<file path="src/rtl/deserializer_framed_if.sv">
// Handshake/bus bundle for deserializer_framed: serial beat input side and
// valid/ready parallel word output side.
interface deserializer_framed_if #(
    parameter int N     = 8,
    parameter int LANES = 1
);
    logic             i_enable;
    logic [LANES-1:0] i_data;
    logic             i_sof;
    logic             i_ready;
    logic             o_valid;
    logic [N-1:0]     o_data;
    logic             o_overrun;
    logic             o_busy;

    modport slave (
        input  i_enable, i_data, i_sof, i_ready,
        output o_valid, o_data, o_overrun, o_busy
    );

    modport master (
        output i_enable, i_data, i_sof, i_ready,
        input  o_valid, o_data, o_overrun, o_busy
    );
endinterface

</file>
<file path="src/rtl/deserializer_framed.sv">
// Multi-lane serial-to-parallel converter with start-of-frame realignment and
// a single-entry valid/ready output register that flags dropped words.
module deserializer_framed #(
    parameter int N         = 8,
    parameter int LANES     = 1,
    parameter bit MSB_FIRST = 1'b1
) (
    input  logic                 i_clock,
    input  logic                 i_reset,
    deserializer_framed_if.slave bus
);
    localparam int BEATS = N / LANES;
    localparam int CW    = (BEATS > 1) ? $clog2(BEATS) : 1;
    localparam logic [CW-1:0] LAST_BEAT = CW'(BEATS - 1);

    logic [N-1:0]  shift_q, shift_d;
    logic [CW-1:0] cnt_q, cnt_d;
    logic          valid_q, valid_d;
    logic [N-1:0]  data_q, data_d;
    logic          overrun_q, overrun_d;
    logic          busy_q, busy_d;

    logic [N-1:0]  base;
    logic [N-1:0]  shifted;
    logic [CW-1:0] beat_idx;
    logic          complete;
    logic          slot_free;

    always_comb begin
        // A start-of-frame beat restarts the word from an empty register.
        base     = bus.i_sof ? '0 : shift_q;
        beat_idx = bus.i_sof ? '0 : cnt_q;
        if (MSB_FIRST)
            shifted = (base << LANES) | N'(bus.i_data);
        else
            shifted = (base >> LANES) | (N'(bus.i_data) << (N - LANES));

        complete  = bus.i_enable && (beat_idx == LAST_BEAT);
        slot_free = !valid_q || bus.i_ready;

        shift_d   = shift_q;
        cnt_d     = cnt_q;
        valid_d   = valid_q && !bus.i_ready;
        data_d    = data_q;
        overrun_d = 1'b0;

        if (bus.i_enable) begin
            shift_d = shifted;
            cnt_d   = complete ? '0 : CW'(beat_idx + 1'b1);
        end

        // The completed word bypasses the shift register so it is ready one edge after the last beat.
        if (complete) begin
            if (slot_free) begin
                valid_d = 1'b1;
                data_d  = shifted;
            end else begin
                overrun_d = 1'b1;
            end
        end

        busy_d = (cnt_d != '0);
    end

    always_ff @(posedge i_clock) begin
        if (i_reset) begin
            shift_q   <= '0;
            cnt_q     <= '0;
            valid_q   <= 1'b0;
            data_q    <= '0;
            overrun_q <= 1'b0;
            busy_q    <= 1'b0;
        end else begin
            shift_q   <= shift_d;
            cnt_q     <= cnt_d;
            valid_q   <= valid_d;
            data_q    <= data_d;
            overrun_q <= overrun_d;
            busy_q    <= busy_d;
        end
    end

    assign bus.o_valid   = valid_q;
    assign bus.o_data    = data_q;
    assign bus.o_overrun = overrun_q;
    assign bus.o_busy    = busy_q;
endmodule

</file>
<file path="src/flat_wrapper.sv">
// flat-port wrapper written by rule: the top's interface ports become plain ports
module deserializer_framed_flat 
#(
    parameter int N         = 8,
    parameter int LANES     = 1,
    parameter bit MSB_FIRST = 1'b1
)
  (i_clock, i_reset, bus_i_enable, bus_i_data, bus_i_sof, bus_i_ready, bus_o_valid, bus_o_data, bus_o_overrun, bus_o_busy);
  deserializer_framed_if #(.N(N), .LANES(LANES)) bus_i ();
  input  logic i_clock;
  input  logic i_reset;
  input wire logic [$bits(bus_i.i_enable)-1:0] bus_i_enable;
  input wire logic [$bits(bus_i.i_data)-1:0] bus_i_data;
  input wire logic [$bits(bus_i.i_sof)-1:0] bus_i_sof;
  input wire logic [$bits(bus_i.i_ready)-1:0] bus_i_ready;
  output wire logic [$bits(bus_i.o_valid)-1:0] bus_o_valid;
  output wire logic [$bits(bus_i.o_data)-1:0] bus_o_data;
  output wire logic [$bits(bus_i.o_overrun)-1:0] bus_o_overrun;
  output wire logic [$bits(bus_i.o_busy)-1:0] bus_o_busy;
  assign bus_i.i_enable = bus_i_enable;
  assign bus_i.i_data = bus_i_data;
  assign bus_i.i_sof = bus_i_sof;
  assign bus_i.i_ready = bus_i_ready;
  assign bus_o_valid = bus_i.o_valid;
  assign bus_o_data = bus_i.o_data;
  assign bus_o_overrun = bus_i.o_overrun;
  assign bus_o_busy = bus_i.o_busy;
  deserializer_framed #(.N(N), .LANES(LANES), .MSB_FIRST(MSB_FIRST)) u_core (.i_clock(i_clock), .i_reset(i_reset), .bus(bus_i));
endmodule
</file>
<file path="config.mk">
export PLATFORM = sky130hd
export DESIGN_NAME = deserializer_framed_flat
export DESIGN_NICKNAME = d
export VERILOG_FILES = /design/src/rtl/deserializer_framed_if.sv /design/src/rtl/deserializer_framed.sv /design/src/flat_wrapper.sv
export SDC_FILE = /design/constraint.sdc
export NUM_CORES = 1
export LEC_CHECK = 0
export ABC_AREA = 1
export CAP_MARGIN = 15
export CORE_ASPECT_RATIO = 0.8
export CORE_MARGIN = 3
export CORE_UTILIZATION = 30
export CTS_CLUSTER_SIZE = 20
export DETAILED_ROUTE_END_ITERATION = 12
export PLACE_DENSITY = 0.52
export SYNTH_ARGS = -nofsm -noshare
export SYNTH_HDL_FRONTEND = slang
export SYNTH_SLANG_ARGS = --single-unit
</file>
<file path="constraint.sdc">
create_clock -name i_clock -period 1.8 [get_ports i_clock]
set_input_delay 0.36 -clock i_clock [delete_from_list [all_inputs] [get_ports i_clock]]
set_output_delay 0.36 -clock i_clock [all_outputs]
set_load 0.01 [all_outputs]
</file>
==> results of run 1 <==
-- placed cells by master (no fill, tap or decap), types with 2 or more instances in the layout --
cell type	n
a21oi_1	2
buf_4	5
clkbuf_8	3
clkdlybuf4s50_1	15
dfxtp_1	21
inv_1	23
nand2_1	23
nand2_2	4
nand3_1	3
nor2_1	37
o21ai_0	7
-- worst paths after layout --
kind,endpoint,slack [ps],cells after the start
setup reg to reg,u_core.bus.o_data[0],410,9
hold reg to reg,u_core.shift_q[0],450,2
setup / recovery,bus_o_valid,260,1
hold / removal,u_core.shift_q[0],450,2
-- registers in the layout (all words and copies together), names as in the netlist --
signal,cells
u_core.cnt_q,3
u_core.bus.o_data,8
u_core.bus.o_busy,1
u_core.bus.o_valid,1
u_core.shift_q,7
u_core.bus.o_overrun,1
-- cells in the mapped netlist --
cell / number / share of area, %
nor2_1: 37 / 15
inv_1: 23 / 9.3
nand2_1: 23 / 9.3
dfxtp_1: 21 / 45
o21ai_0: 8 / 4.3
nand2_2: 4 / 2.7
a21oi_1: 3 / 1.6
buf_6: 3 / 3.6
nand3_1: 3 / 1.6
ha_1: 2 / 2.7
nand2_4: 2 / 2.4
buf_2: 1 / 0.54
buf_4: 1 / 0.81
inv_4: 1 / 0.67
nor3_1: 1 / 0.54
-- area by class of cell --
class	instances	area, um^2	share of cell area (%)
Inverter	24	92.6	7.75
Clock inverter	1	5.00	0.419
Sequential cell	21	420	35.2
Timing Repair Buffer	21	200	16.8
Tap cell	38	47.5	3.98
Multi-Input combinational cell	83	388	32.5
Clock buffer	3	41.3	3.46
-- cell families (layout without fill, tap and decap cells) --
kind of cell	Yosys count	in the layout	synth area share, %
DFF	21	21	45.1
adders and majority gates	2	2	2.68
buffers and inverters	29	49	14.9
AOI/OAI and AO/OA	11	11	5.91
and+or+nand+nor	70	70	31.4
-- stage by stage --
step,setup WS (ps),std cells,utilization (%),power [W],hold slack (ps)
finish,264,191,41.6,0.000861,455
global route,217,191,41.6,0.000908,497
CTS,39.0,191,41.0,0.000874,457
detailed placement,-235,187,39.4,0.000565,446
global placement,-194,187,39.4,0.000565,443
floorplan,180,133,-,0.000540,429
-- power breakdown --
group          leakage (nW)  switching (W)  internal (W)
combinational         0.397      0.0000397     0.0000310
sequential            0.171     0.00000573      0.000478
clock                0.0255       0.000153      0.000154
total                 0.594       0.000198      0.000663
-- routing by layer --
| metal | up-vias | GRT usage [%] | part of all wire [%] |
|---|---|---|---|
| met5 | - | 0 | 0 |
| met4 | 0 | 1.70 | 0.39 |
| met3 | 2 | 4.24 | 6.1 |
| met2 | 15 | 15.7 | 43 |
| met1 | 363 | 13.8 | 50 |
| li1 | 429 | - | - |
==> flow_metrics.py, run 1 <==
metrics = {
    "sta": {
        "relSlewSlack_pct": 75.0,
        "tightest_slew_ps": 375,
        "setup_viol": 0,
        "fin_crit_ps": 1540,
        "rsz0062_at_grt": "false",
        "final.setup_skew_ps": 2.08,
        "fin_setup_tns_ps": 0,
        "hold_viol": 0,
        "fmax_mhz": 651,
        "final_max_slew_viol_count": 0,
        "final.period_utilization_pct": 85.4,
    },
    "route": {
        "wl_per_cell_um": 9.38,
        "firstDrtPassIters": 4,
        "vias": 809,
        "drtIter0Drc": 37,
        "ant_nets": 0,
        "vias_per_cell": 4.24,
        "drc_errors": 0,
        "routed_wl_um": 1790,
    },
    "critical_path": {
        "path_class": "reg -> out",
        "cp_slowest_cell": "clkdlybuf4s50_1",
        "r2r-start": "u_core.cnt_q[1]",
        "cp-startpoint": "u_core.bus.o_valid",
        "start_kind": "flop",
        "cp_max_fo": 3,
        "critPathCaptureType": "output port",
        "cp.required_ps": 1440,
        "worstPathArrival_ps": 1180,
        "critical-path-top-delay-family": "buffers and inverters",
        "crit_buf_inv": 1,
        "slowest_delay_ps": 550,
        "crit_chain": "clkdlybuf4s50_1",
    },
    "floorplan": {
        "die_w_um": 68.3,
        "coreArea_um2": 2870,
        "initial_core_util_pct": 32.5,
        "rows": 17,
        "die_h_um": 55.9,
        "die_area_um2": 3820,
        "boundaryPins": 17,
    },
    "finish": {
        "drive_gt1_share_pct": 11.8,
        "final_area_um2": 1190,
        "n_fill_cell": 320,
        "antennaDiodeCount": 0,
        "nets": 162,
        "area_delta_synth_final_pct": 28.2,
    },
    "clock_network": {
        "cts_setup_buffers": 0,
        "cts-htree-levels": 1,
        "cts_buffers": 3,
        "clk_latency_ps": 260,
        "cts_sinks": 21,
        "cts.clk_slew.worst_paths_ps": 80,
        "clockBufferDepth": 2,
        "cts_resized": 0,
        "root_buffer": "clkbuf_8",
        "cts_tree": "done",
        "cts_hold_buf": 0,
    },
    "global_routing": {
        "grt_overflow": 0,
        "grt_util_all_layers_pct": 10.3,
        "grt_pass1_wl_um": 3060,
        "antenna_found_initial": 0,
        "grt_max_degree": 19,
        "grt_pass1_vias": 711,
    },
    "pwr": {
        "powerDensity_nw_per_um2": 721,
        "leakage_nw": 0.594,
        "ir_drop_uv": 377,
    },
    "logic_synthesis": {
        "yosys_warnings": 0,
        "synth_cells": 133,
        "seq_area_frac_synth_pct": 45.1,
        "synth_cell_types": 15,
        "synth_area_um2": 932,
        "syn_area_per_cell_um2": 7.01,
        "ys_seq_elements": 21,
        "synthesis.nets": 141,
    },
    "place": {
        "dp_hpwl_um": 1340,
        "gp_congestion": 0.766,
        "place_area_um2": 1130,
        "io_buffers": 16,
    },
    "outcome": {
        "status": "finished, final reports clean",
    },
    "run": {
        "drv_cap": 0,
    },
    "worst_hold_path": {
        "hold_path_startpoint": "u_core.shift_q[0]",
        "hp-class": "reg -> reg",
    },
}
(Power assumes the default switching activity.)
==> inputs of run 2 (changes only) <==
Settings changed: GPL_ROUTABILITY_DRIVEN set to 0, SETUP_SLACK_MARGIN set to 0.5.
==> run 2 against run 1 <==
Net effect: global-route usage rose by 0.96 points; power rose by 0.56%; setup slack improved by 230 ps; highest routed layer unchanged.
==> flow_metrics.py, run 2 (synthesis gave the netlist of run 1 again) <==
metrics = {
    "finish": {
        "n_fill_cell": 311,
        "area.sequential_um2": 423,
        "largest_register_ffs": 8,
        "area_delta_synth_final_pct": 34.5,
        "mostFrequentLayoutCells": "nor2_1 (31), nand2_1 (21), inv_1 (20), dfxtp_1 (19), dlygate4sd2_1 (11)",
        "drive_gt1_share_pct": 22.4,
        "final_common_cell": "nor2_1",
        "nets": 165,
        "antennaDiodeCount": 0,
        "stdcell_count": 194,
        "multiInputGateArea_um2": 447,
        "fin_util_pct": 43.7,
    },
    "clock_network": {
        "cts-htree-levels": 1,
        "clockBufferDepth": 2,
        "cts_tree": "done",
        "cts_buffers": 3,
        "root_buffer": "clkbuf_8",
        "cts_hold_buf": 0,
        "cts_sinks": 21,
        "clk_latency_ps": 260,
        "cts.clk_slew.worst_paths_ps": 70,
    },
    "route": {
        "vias": 819,
        "wl_per_cell_um": 9.59,
        "vias_per_cell": 4.22,
        "firstDrtPassIters": 4,
        "drtIter0Drc": 17,
        "drc_errors": 0,
        "routed_wl_um": 1860,
        "ant_nets": 0,
    },
    "floorplan": {
        "die_area_um2": 3820,
        "coreArea_um2": 2870,
        "initial_core_util_pct": 32.5,
        "die_w_um": 68.3,
        "die_h_um": 55.9,
        "boundaryPins": 17,
        "rows": 17,
    },
    "global_routing": {
        "grt_util_all_layers_pct": 11.3,
        "grt_pass1_vias": 800,
        "grt_max_degree": 19,
        "top_usage_layer": "met2",
        "met2_usage_pct": 15.9,
        "antenna_found_initial": 0,
        "use_met3_pct": 4.44,
        "grt_overflow": 0,
        "grtUsageMet1_pct": 15.6,
        "grt_pass1_wl_um": 3330,
    },
    "place": {
        "io_buffers": 16,
        "dp_hpwl_um": 1310,
        "dp_cells": 187,
    },
    "sta": {
        "setup_viol": 0,
        "final.setup_skew_ps": 0.497,
        "final_max_slew_viol_count": 0,
        "final.period_utilization_pct": 72.5,
        "hold_viol": 0,
        "tightest_slew_ps": 353,
        "rsz0062_at_grt": "true",
        "fmax_mhz": 767,
        "hold_slack_ps": 459,
        "relSlewSlack_pct": 76.4,
        "fin_crit_ps": 1300,
    },
    "critical_path": {
        "cp_slowest_cell": "dfxtp_2",
        "crit_top_cell": "ha_4",
        "worstReg2RegEnd": "u_core.bus.o_data[5]",
        "cp-startpoint": "u_core.cnt_q[1]",
        "worst_r2r_path_depth": 9,
        "crit_chain": "inv_2, nor2_4, ha_4, ha_4, nand2_4, inv_6, nand2_8, nor2_1, nor2_2",
        "slowest_delay_ps": 340,
        "worstPathArrival_ps": 1460,
        "critPathCaptureType": "flop",
        "cp_max_fo": 7,
        "r2r_slack_ps": 500,
        "path_class": "reg -> reg",
        "cp.required_ps": 1960,
        "r2r-start": "u_core.cnt_q[1]",
        "start_kind": "flop",
    },
    "outcome": {
        "status": "finished, final reports clean",
    },
    "pwr": {
        "ir_drop_uv": 544,
        "leakage_nw": 0.634,
        "powerDensity_nw_per_um2": 691,
        "p_total_w": 0.000866,
    },
    "run": {
        "drv_cap": 0,
    },
    "worst_hold_path": {
        "hold_path_startpoint": "u_core.shift_q[0]",
        "holdPathEnd": "u_core.shift_q[0]",
        "hp-class": "reg -> reg",
        "whs_path_depth": 2,
    },
}
## run 2: how the worst max path moves through the flow
stage | endpoint | cells after the start
after floorplan | u_core.bus.o_data[1] | 12
after global placement | u_core.bus.o_data[1] | 12
after detailed placement | u_core.bus.o_data[2] | 12
after CTS | u_core.bus.o_data[2] | 9
after global routing | u_core.bus.o_busy | 10
final | u_core.bus.o_data[5] | 9
## run 2: area by class of cell
cell class	instances	share of cell area (%)
well taps	38	3.79
repair buffers	23	15.5
multi-input cells	84	35.6
inverters	24	7.78
clock buffers	4	3.59
flip-flops and latches	21	33.7
## run 2: timing repair
action | CTS | global route
resized for setup | 19 | 11
pin swaps | 0 | 6
buffers inserted | 0 | 2
cloned | 0 | 1
endpoints found under the setup margin | 31 | 10
## run 2: critical path: cells and delay by family (launching register included)
kind / cells / cell delay [ps]
and+or+nand+nor: 5 / 440
DFF: 1 / 340
adders and majority gates: 2 / 290
buffers and inverters: 2 / 130
## run 2: report_power, final
group | total (W) | switching (W) | leakage, nW | internal [W]
Clock | 0.000306 | 0.000148 | 0.0228 | 0.000158
Sequential | 0.000484 | 0.00000546 | 0.172 | 0.000479
Combinational | 0.0000766 | 0.0000442 | 0.439 | 0.0000324
Total | 0.000866 | 0.000198 | 0.634 | 0.000669
## run 2: layer usage
metal  wire (um)  share of wire, %
met2         727                39
met5           0                 0
met3         128               6.9
met4          23               1.2
met1         980                53
## run 2: metrics by stage
step | setup TNS, ps | setup slack [ps] | instance area [um^2]
6_report | 0 | 496 | 1250
5_1_grt | 0 | 402 | 1250
4_1_cts | 0 | 494 | 1210
3_5_place_dp | -1810 | -202 | 1170
3_3_place_gp | -1430 | -165 | 1170
2_1_floorplan | 0 | 380 | 985
